--- src/rtl/load_store_queue_pkg.sv ---
// Shared types for the load/store queue: decoded op, CDB slots,
// queue entry, FSM state and CDB snoop helpers.
package load_store_queue_pkg;

  localparam int LSQ_ENTRIES     = 8;
  localparam int ROB_TAG_W       = 3;
  localparam int NUM_CDB_ENTRIES = 2;
  localparam int PTR_W           = $clog2(LSQ_ENTRIES);
  localparam int CNT_W           = PTR_W + 1;

  localparam logic [2:0] F3_B  = 3'b000;
  localparam logic [2:0] F3_H  = 3'b001;
  localparam logic [2:0] F3_W  = 3'b010;
  localparam logic [2:0] F3_BU = 3'b100;
  localparam logic [2:0] F3_HU = 3'b101;

  typedef logic [ROB_TAG_W-1:0] rob_tag_t;

  typedef enum logic {
    op_load  = 1'b0,
    op_store = 1'b1
  } op_e;

  typedef struct packed {
    op_e         op;
    logic [2:0]  funct3;
    logic [31:0] imm;
  } i_decode_opcode_t;

  typedef struct packed {
    rob_tag_t    tag;
    logic [31:0] val;
  } cdb_entry_t;

  typedef cdb_entry_t [NUM_CDB_ENTRIES-1:0] cdb_t;

  typedef struct packed {
    logic        valid;
    op_e         op;
    logic [2:0]  funct3;
    rob_tag_t    tag;
    logic [31:0] rs1_val;
    rob_tag_t    rs1_tag;
    logic [31:0] rs2_val;
    rob_tag_t    rs2_tag;
    logic [31:0] imm;
  } lsq_entry_t;

  typedef enum logic {
    IDLE     = 1'b0,
    MEM_WAIT = 1'b1
  } lsq_state_e;

  // Tag 0 means "ready" and never matches an idle slot.
  function automatic logic cdb_hit(cdb_t c, rob_tag_t t);
    cdb_hit = 1'b0;
    for (int i = 0; i < NUM_CDB_ENTRIES; i++)
      if (t != '0 && c[i].tag == t) cdb_hit = 1'b1;
  endfunction

  function automatic logic [31:0] cdb_val(cdb_t c, rob_tag_t t);
    cdb_val = '0;
    for (int i = 0; i < NUM_CDB_ENTRIES; i++)
      if (t != '0 && c[i].tag == t) cdb_val = c[i].val;
  endfunction

endpackage

--- src/rtl/lsq_data_align.sv ---
// Byte-lane alignment: store mbe/wdata generation and load extraction.
// Ports: funct3_i, off_i (addr[1:0]), wdata_i, rdata_i -> mbe_o, wdata_o, ld_o.
import load_store_queue_pkg::*;

module lsq_data_align (
  input  logic [2:0]  funct3_i,
  input  logic [1:0]  off_i,
  input  logic [31:0] wdata_i,
  input  logic [31:0] rdata_i,
  output logic [3:0]  mbe_o,
  output logic [31:0] wdata_o,
  output logic [31:0] ld_o
);

  logic [31:0] lane;

  assign lane = rdata_i >> {off_i, 3'b000};

  always_comb begin
    mbe_o   = 4'b1111;
    wdata_o = wdata_i;
    case (funct3_i[1:0])
      2'b00: begin
        mbe_o   = 4'b0001 << off_i;
        wdata_o = {4{wdata_i[7:0]}};
      end
      2'b01: begin
        mbe_o   = 4'b0011 << off_i;
        wdata_o = {2{wdata_i[15:0]}};
      end
      default: ;
    endcase
  end

  always_comb begin
    ld_o = rdata_i;
    case (funct3_i)
      F3_B:  ld_o = {{24{lane[7]}}, lane[7:0]};
      F3_H:  ld_o = {{16{lane[15]}}, lane[15:0]};
      F3_BU: ld_o = {24'h0, lane[7:0]};
      F3_HU: ld_o = {16'h0, lane[15:0]};
      default: ;
    endcase
  end

endmodule

--- src/rtl/load_store_queue.sv ---
// In-order load/store queue between dispatch and the data-memory port.
// Ports: dispatch (load_lsq, instr_i, tags/vals), cdb snoop, ROB head, memory bus, lsq_cdb_o.
import load_store_queue_pkg::*;

module load_store_queue (
  input  logic             clk,
  input  logic             rst,
  input  logic             flush,
  input  logic             load_lsq,
  input  i_decode_opcode_t instr_i,
  input  rob_tag_t         rob_tag_i,
  input  logic [31:0]      rs1_val_i,
  input  rob_tag_t         rs1_tag_i,
  input  logic [31:0]      rs2_val_i,
  input  rob_tag_t         rs2_tag_i,
  input  cdb_t             cdb,
  input  rob_tag_t         rob_head_ptr,
  input  logic             rob_curr_is_store,
  output logic             rob_store_complete,
  output cdb_entry_t       lsq_cdb_o,
  output logic             full,
  output logic             data_read,
  output logic             data_write,
  output logic [3:0]       data_mbe,
  output logic [31:0]      data_addr,
  output logic [31:0]      data_wdata,
  input  logic [31:0]      data_rdata,
  input  logic             data_resp
);

  lsq_entry_t [LSQ_ENTRIES-1:0] entries_q, entries_d;
  logic [PTR_W-1:0] head_q, tail_q;
  logic [CNT_W-1:0] count_q;
  lsq_state_e       state_q;

  logic        rd_q, wr_q, cmp_q;
  logic [3:0]  mbe_q;
  logic [31:0] addr_q, wdata_q;
  logic [1:0]  off_q;
  cdb_entry_t  cdb_q;

  lsq_entry_t  new_e, head_e;
  logic        enq, pop, can_issue;
  logic [31:0] addr_d, wdata_d, ld_val;
  logic [3:0]  mbe_d;
  logic [1:0]  off;

  assign full   = (count_q == CNT_W'(LSQ_ENTRIES));
  assign enq    = load_lsq && !full;
  assign pop    = (state_q == MEM_WAIT) && data_resp;
  assign head_e = entries_q[head_q];
  assign addr_d = head_e.rs1_val + head_e.imm;

  // Stores wait until the ROB says they are the oldest instruction.
  assign can_issue = head_e.valid && head_e.rs1_tag == '0 &&
    (head_e.op == op_load ||
     (head_e.rs2_tag == '0 && rob_curr_is_store &&
      rob_head_ptr == head_e.tag));

  // The head is stable in MEM_WAIT, so only the offset needs holding.
  assign off = (state_q == IDLE) ? addr_d[1:0] : off_q;

  lsq_data_align u_align (
    .funct3_i (head_e.funct3),
    .off_i    (off),
    .wdata_i  (head_e.rs2_val),
    .rdata_i  (data_rdata),
    .mbe_o    (mbe_d),
    .wdata_o  (wdata_d),
    .ld_o     (ld_val)
  );

  always_comb begin
    new_e         = '0;
    new_e.valid   = 1'b1;
    new_e.op      = instr_i.op;
    new_e.funct3  = instr_i.funct3;
    new_e.imm     = instr_i.imm;
    new_e.tag     = rob_tag_i;
    new_e.rs1_val = rs1_val_i;
    new_e.rs1_tag = rs1_tag_i;
    new_e.rs2_val = rs2_val_i;
    new_e.rs2_tag = rs2_tag_i;
    if (cdb_hit(cdb, rs1_tag_i)) begin
      new_e.rs1_val = cdb_val(cdb, rs1_tag_i);
      new_e.rs1_tag = '0;
    end
    if (cdb_hit(cdb, rs2_tag_i)) begin
      new_e.rs2_val = cdb_val(cdb, rs2_tag_i);
      new_e.rs2_tag = '0;
    end
  end

  always_comb begin
    entries_d = entries_q;
    for (int i = 0; i < LSQ_ENTRIES; i++) begin
      if (entries_q[i].valid) begin
        if (cdb_hit(cdb, entries_q[i].rs1_tag)) begin
          entries_d[i].rs1_val = cdb_val(cdb, entries_q[i].rs1_tag);
          entries_d[i].rs1_tag = '0;
        end
        if (cdb_hit(cdb, entries_q[i].rs2_tag)) begin
          entries_d[i].rs2_val = cdb_val(cdb, entries_q[i].rs2_tag);
          entries_d[i].rs2_tag = '0;
        end
      end
    end
    if (pop) entries_d[head_q].valid = 1'b0;
    if (enq) entries_d[tail_q] = new_e;
  end

  always_ff @(posedge clk) begin
    if (rst || flush) begin
      entries_q <= '0;
      head_q    <= '0;
      tail_q    <= '0;
      count_q   <= '0;
      state_q   <= IDLE;
      rd_q      <= 1'b0;
      wr_q      <= 1'b0;
      mbe_q     <= '0;
      addr_q    <= '0;
      wdata_q   <= '0;
      off_q     <= '0;
      cdb_q     <= '0;
      cmp_q     <= 1'b0;
    end else begin
      entries_q <= entries_d;
      count_q   <= count_q + CNT_W'(enq) - CNT_W'(pop);
      cdb_q     <= '0;
      cmp_q     <= 1'b0;
      if (enq) tail_q <= tail_q + PTR_W'(1);
      unique case (state_q)
        IDLE: begin
          if (can_issue) begin
            rd_q    <= (head_e.op == op_load);
            wr_q    <= (head_e.op == op_store);
            addr_q  <= {addr_d[31:2], 2'b00};
            mbe_q   <= mbe_d;
            wdata_q <= wdata_d;
            off_q   <= addr_d[1:0];
            state_q <= MEM_WAIT;
          end
        end
        MEM_WAIT: begin
          if (data_resp) begin
            rd_q    <= 1'b0;
            wr_q    <= 1'b0;
            head_q  <= head_q + PTR_W'(1);
            state_q <= IDLE;
            if (head_e.op == op_load) begin
              cdb_q.tag <= head_e.tag;
              cdb_q.val <= ld_val;
            end else begin
              cmp_q <= 1'b1;
            end
          end
        end
      endcase
    end
  end

  assign data_read          = rd_q;
  assign data_write         = wr_q;
  assign data_mbe           = mbe_q;
  assign data_addr          = addr_q;
  assign data_wdata         = wdata_q;
  assign lsq_cdb_o          = cdb_q;
  assign rob_store_complete = cmp_q;

endmodule

--- config.mk ---
export PLATFORM = sky130hd
export DESIGN_NAME = load_store_queue
export DESIGN_NICKNAME = d
export VERILOG_FILES = /design/src/rtl/load_store_queue_pkg.sv /design/src/rtl/lsq_data_align.sv /design/src/rtl/load_store_queue.sv
export SDC_FILE = /design/constraint.sdc
export NUM_CORES = 2
export LEC_CHECK = 0
export CAP_MARGIN = 10
export CORE_MARGIN = 5
export CORE_UTILIZATION = 58
export CTS_BUF_LIST = sky130_fd_sc_hd__clkbuf_4
export DETAILED_ROUTE_END_ITERATION = 6
export GPL_ROUTABILITY_DRIVEN = 0
export PLACE_DENSITY_LB_ADDON = 0.08
export SLEW_MARGIN = 20
export SYNTH_ARGS = -nofsm -noshare
export SYNTH_HDL_FRONTEND = slang
export SYNTH_SLANG_ARGS = --single-unit
--- constraint.sdc ---
create_clock -name clk -period 5.8 [get_ports clk]
set_clock_uncertainty 0.15 [all_clocks]
set_input_delay 0.58 -clock clk [delete_from_list [all_inputs] [get_ports clk]]
set_output_delay 0.58 -clock clk [all_outputs]
set_load 0.005 [all_outputs]
# ---- Word-level counts from Yosys, hierarchy flattened
# Cells that the tools add are included.
dict set report op_classes {
  addsub 5
  multipliers 0
  div_mod_pow 0
  magnitude_cmp 4
  eq_ne 44
  n_shift 3
  mux 137
  bitwise_logic 3
  n_reduce_logical 74
}
# cell count
set op_table {}
lappend op_table {{880-bit bitwise mux} 2}
lappend op_table {{880-bit 2-to-1 mux} 2}
lappend op_table {{32-bit 2-to-1 mux} 36}
lappend op_table {{110-bit demux with 3-bit select} 2}
lappend op_table {{35-bit 2-to-1 mux} 18}
lappend op_table {{70-bit 2-to-1 mux} 8}
lappend op_table {{110-bit binary-select mux with 3-bit select} 1}
lappend op_table {{110-bit 2-to-1 mux} 3}
lappend op_table {{32-bit case mux with 4 select lines} 1}
lappend op_table {{3-bit equality test} 37}
lappend op_table {{32-bit case mux with 2 select lines} 1}
lappend op_table {{1-bit 2-to-1 mux} 58}
lappend op_table {{3-bit nonzero test} 18}
lappend op_table {{1-bit logical AND} 44}
lappend op_table {{32-bit adder} 1}
lappend op_table {{32-bit by 5-bit >> shifter with 16-bit output} 1}
lappend op_table {{3-bit zero test} 3}
lappend op_table {{3-bit by 4-bit < comparator with 1-bit output, second input constant} 2}
lappend op_table {{4-bit case mux with 2 select lines} 1}
lappend op_table {{3-bit by 1-bit adder with 3-bit output, second input constant} 2}
lappend op_table {{3-bit equality test, second input constant} 2}
lappend op_table {{3-bit by 1-bit greater-or-equal comparator with 1-bit output, second input constant} 2}
lappend op_table {{1-bit case mux with 2 select lines} 3}
lappend op_table {{2-bit AND reduction} 3}
lappend op_table {{15 further kinds} 19}
dict set report totals {
  reg_bits 997
  latchBits 0
  ram_bits 0
  rom_bits 0
  output_inout_bits 107
  elab_cells 355
  mem_count 0
}

# ---- Depth between registers and ports, before layout
dict set report depth {
  ltp_word 11
  depth_mapped 21
  depth_no_buf 14
}

# ---- By module
# Synthesis repeated with hierarchy kept, for this count alone.
dict set report hier_totals {
  hier_cells 6880
  hier_area_um2 56465.4
}
# mod instances cells_each area_per_inst_um2 seq_area_each_um2
set by_module_without_submodules {}
lappend by_module_without_submodules {load_store_queue 1 6691 55080.3 19959.1}
lappend by_module_without_submodules {lsq_data_align 1 189 1385.1 0.0}

# ---- Least setup slack after synthesis
# Ideal clock, no wire load.
dict set report synth_path {
  path_type {flip-flop to flip-flop}
  startpoint {reg head_q[0]}
  endpoint {reg addr_q[31], in the netlist data_addr[31]}
  setup_time_ns 0.086
  arrival_ns 4.560
  setup_slack_ns 1.004
  path_stages_with_launch 19
  period_less_slack_ns 4.796
  path_cell_list {dfxtp_1 -> buf_6 -> buf_8 -> buf_2 -> buf_2 -> buf_2 -> buf_2 -> mux4_2 -> mux2_2 -> ha_1 -> a21o_1 -> a31o_2 -> o21ai_1 -> o211ai_1 -> a31oi_1 -> o221ai_1 -> a221oi_1 -> xnor2_1 -> a211oi_1}
}
dict set report synth_between {
  elab_chain_cells 8
}
# item line
set synth_rtl {}
lappend synth_rtl {{from (decl)} load_store_queue.sv:32} ;# logic [PTR_W-1:0] head_q, tail_q;
lappend synth_rtl {{from (signal assigned)} load_store_queue.sv:149} ;# head_q <= head_q + PTR_W'(1);
lappend synth_rtl {{110-bit binary-select mux with 3-bit select *} load_store_queue.sv:51} ;# assign head_e = entries_q[head_q];
lappend synth_rtl {{110-bit 2-to-1 mux (implied by the code) *} load_store_queue.sv:51}
lappend synth_rtl {{branches (longest 6 deep; another with 32-bit adder)} --}
lappend synth_rtl {{to (signal assigned)} load_store_queue.sv:138} ;# addr_q <= {addr_d[31:2], 2'b00};
lappend synth_rtl {{to (decl)} load_store_queue.sv:38} ;# logic [31:0] addr_q, wdata_q;
# Mark *: on every way between the ends. The select of a mux whose other input is x is not followed.
# A chain may end at the register's enable or synchronous reset.

# ---- Final worst setup path
dict set report layout_path {
  startpoint {reg head_q[1]}
  endpoint {reg addr_q[31], in the netlist data_addr[31]}
}
# Same word-level chain as after synthesis.

==> run summary <==
Routed vias/inst: 6.548
Via count: 54802
Initial Utilization: 0.5819
Post-CTS setup buffer count: 0
Clk root buf: clkbuf_4
Max Freq: 0.2137 GHz
CTS Hold Bufs: 66
DR WL/cell: 25.74 um
WHS Endpoint: entries_q[215]$_SDFFE_PP0P_
Mapped cell area: 0.05603 mm^2
TritonCTS clock tree: done
Reg2Reg Depth: 13
VDD IR max: 0.1746 mV
Slew HR: 0.1384
Hold_sp: instr_i[32]
Clk sinks: 997
Worst skew pair latency: 1.19 ns
Area of the multi-input gates: 0.03302 mm^2
Die Area: 0.1029 mm^2
Number of synthesized flops with an enable pin: 0
PostCTS Resize Cnt: 0
Worst Path Required: 6.72 ns
Mean post-synth cell area: 8.185 um^2
Synth cell types: 64
Failing checks: DRC
Post-route cell area: 0.06358 mm^2
Final hold violations: 0
# IOs: 327
Crit path kind: reg -> reg
Gr usage total: 0.3985
Worst slew pin tran: 1.288 ns
CP startpoint kind: flop
Critical path endpoint category: flop
Initial antenna violation count: 11
Area Growth Syn to Fin: 13.49%
WP data arrival: 5.60 ns
WL final: 215400 um
Most common cell in the synthesized netlist: nand2_1
Flop-to-flop setup slack: 1.12 ns
Fin worst setup slack: 1.120 ns
Vias in the first global route: 51848
Reg area: 0.01997 mm^2
Fin crit share: 0.8068
H-tree lvl count: 5
Rows: 114
HP Class: in -> reg
Pin count of the biggest net entering global routing: 136
Flip-flop and latch count after synthesis: 997
Overflow after GRT: 0
Final nets: 7175
Port buffer count: 324
Final setup vio count: 0
Place WS: 1.241 ns
ANT nets after route: 0
Maximum clock insertion buffer count: 4
Cells after Synth: 6845
Die Width: 320.8 um
Max cap viols: 0
Reg2reg end: data_addr[31]$_SDFFE_PP0P_
Worst Path Max Fanout: 36
Hold depth: 3
Worst-path clk slew: 0.06 ns
Top post-synthesis cells by count: nand2_1 (1854), a21oi_1 (1045), dfxtp_1 (997)
Total negative setup slack: 0 ns
P per Cell Area: 239.1 mW/mm^2
First-pass GRT wire length: 319100 um
HPWL Detailed: 121500 um
Die height: 320.8 um
CTS buffer count: 295
Unrepaired setup endpoints after global routing: no
DRT Pass-1 Iters: 7
Synth Warn #: 0
Synth area leader: dfxtp_1
Iteration-0 DRC Markers: 7074
Seq/Total Area, Yosys: 0.3562
Synth top area cells: dfxtp_1 (36%), nand2_1 (12%), mux2i_1 (11%)
Post-DP Area: 0.05953 mm^2
Post-synth top area share: 0.3562
# DRC: 11
LEAKAGE: 22.88 nW
Min cycle time layout: 4.680 ns
Layout cells sized above 1: 0.1316
Pins Over Slew Limit: 0
Fill cells: 8193
Status: finished with violations
Synth Flop Type: dfxtp_1
Post-synth ARST share: 0
Core area: 0.09628 mm^2
Worst r2r src: head_q[1]$_SDFFE_PP0P_
kinds of logic after synthesis:
family / after synthesis / share of synthesized area
AND/OR/NAND/NOR: 2201 / 0.1547
multiplexers: 920 / 0.2125
buffers and inverters: 798 / 0.05927
AO/OA/AOI/OAI: 1783 / 0.1915
XOR/XNOR: 105 / 0.01641
adder cells (fa/ha/maj): 40 / 0.009201
other: 1 / 0.00006693
flip-flops: 997 / 0.3562
report_power, final:
group | switching [mW] | leakage (nW) | total, mW | internal [mW]
registers | 0.0351 | 8.04 | 6.93 | 6.90
clock network | 3.09 | 2.03 | 6.44 | 3.35
logic | 1.21 | 12.8 | 1.83 | 0.623
registers in the layout (all words and copies together), names as in the netlist:
| signal | flops |
|---|---|
| data_addr | 30 |
| tail_q | 3 |
| data_mbe | 4 |
| entries_q | 880 |
| data_wdata | 32 |
| lsq_cdb_o | 35 |
| count_q | 4 |
| off_q | 2 |
| data_read | 1 |
| head_q | 3 |
| state_q | 1 |
| data_write | 1 |
| rob_store_complete | 1 |
layout by cell type, fill, tap and decap left out, drive strengths merged, types with 48 or more instances in the layout:
cell type         n
dlygate4sd3      66
mux2i           636
nor3             58
nor2            172
buf             166
dfxtp           997
clkinv           49
clkdlybuf4s50   324
nand2          1854
xor2             85
clkbuf          403
o211ai          539
mux4            207
a21oi          1045
mux2             77
o22a             48
through the flow:
step	util	hold WS, ns	cells	power (mW)
global route	0.6602	0.03816	8362	15.71
finish	0.6604	0.08630	8369	15.20
global placement	0.6183	0.2883	7828	8.790
floorplan	-	0.2815	6846	8.139
detailed placement	0.6183	0.2931	7828	8.804
CTS	0.6601	0.001956	8356	15.17
how the worst max path moves through the flow:
stage / startpoint / cells after the start / slack (ns) / end
floorplan: head_q[0]$_SDFFE_PP0P_ / 18 / 1.00 / data_addr[31]$_SDFFE_PP0P_
global placement: head_q[1]$_SDFFE_PP0P_ / 13 / 1.31 / data_addr[31]$_SDFFE_PP0P_
detailed placement: head_q[1]$_SDFFE_PP0P_ / 13 / 1.24 / data_addr[31]$_SDFFE_PP0P_
CTS: head_q[1]$_SDFFE_PP0P_ / 13 / 1.17 / data_addr[31]$_SDFFE_PP0P_
global route: head_q[1]$_SDFFE_PP0P_ / 13 / 0.89 / data_addr[31]$_SDFFE_PP0P_
finish: head_q[1]$_SDFFE_PP0P_ / 13 / 1.12 / data_addr[31]$_SDFFE_PP0P_
worst max-delay path: stages, from the launching register on:
cell and delay [ns]:
dfxtp_4 0.80, buf_12 0.29, mux4_2 0.52, mux2_2 0.30, ha_1 0.36, nor3_1 0.26
nor3_1 0.09, a22oi_1 0.22, o211ai_1 0.25, a31oi_1 0.39, o221ai_1 0.22, a221oi_1 0.36
xnor2_1 0.12, a211oi_1 0.21
routing by layer:
| metal | track usage | share of wire |
|---|---|---|
| met5 | 0.003241 | 0.00032 |
| met4 | 0.2166 | 0.056 |
| met3 | 0.1136 | 0.13 |
| met2 | 0.6070 | 0.43 |
| met1 | 0.5145 | 0.38 |
cell type report:
cell class / instances / area share
Timing Repair Buffer: 556 / 0.08729
Multi-Input combinational cell: 5051 / 0.5193
Clock buffer: 403 / 0.04758
Tap cell: 1276 / 0.02511
Inverter: 14 / 0.0008265
Antenna cell: 13 / 0.0005116
Sequential cell: 997 / 0.3141
Clock inverter: 59 / 0.005254
Note: power is estimated with default switching activity, not from simulation.
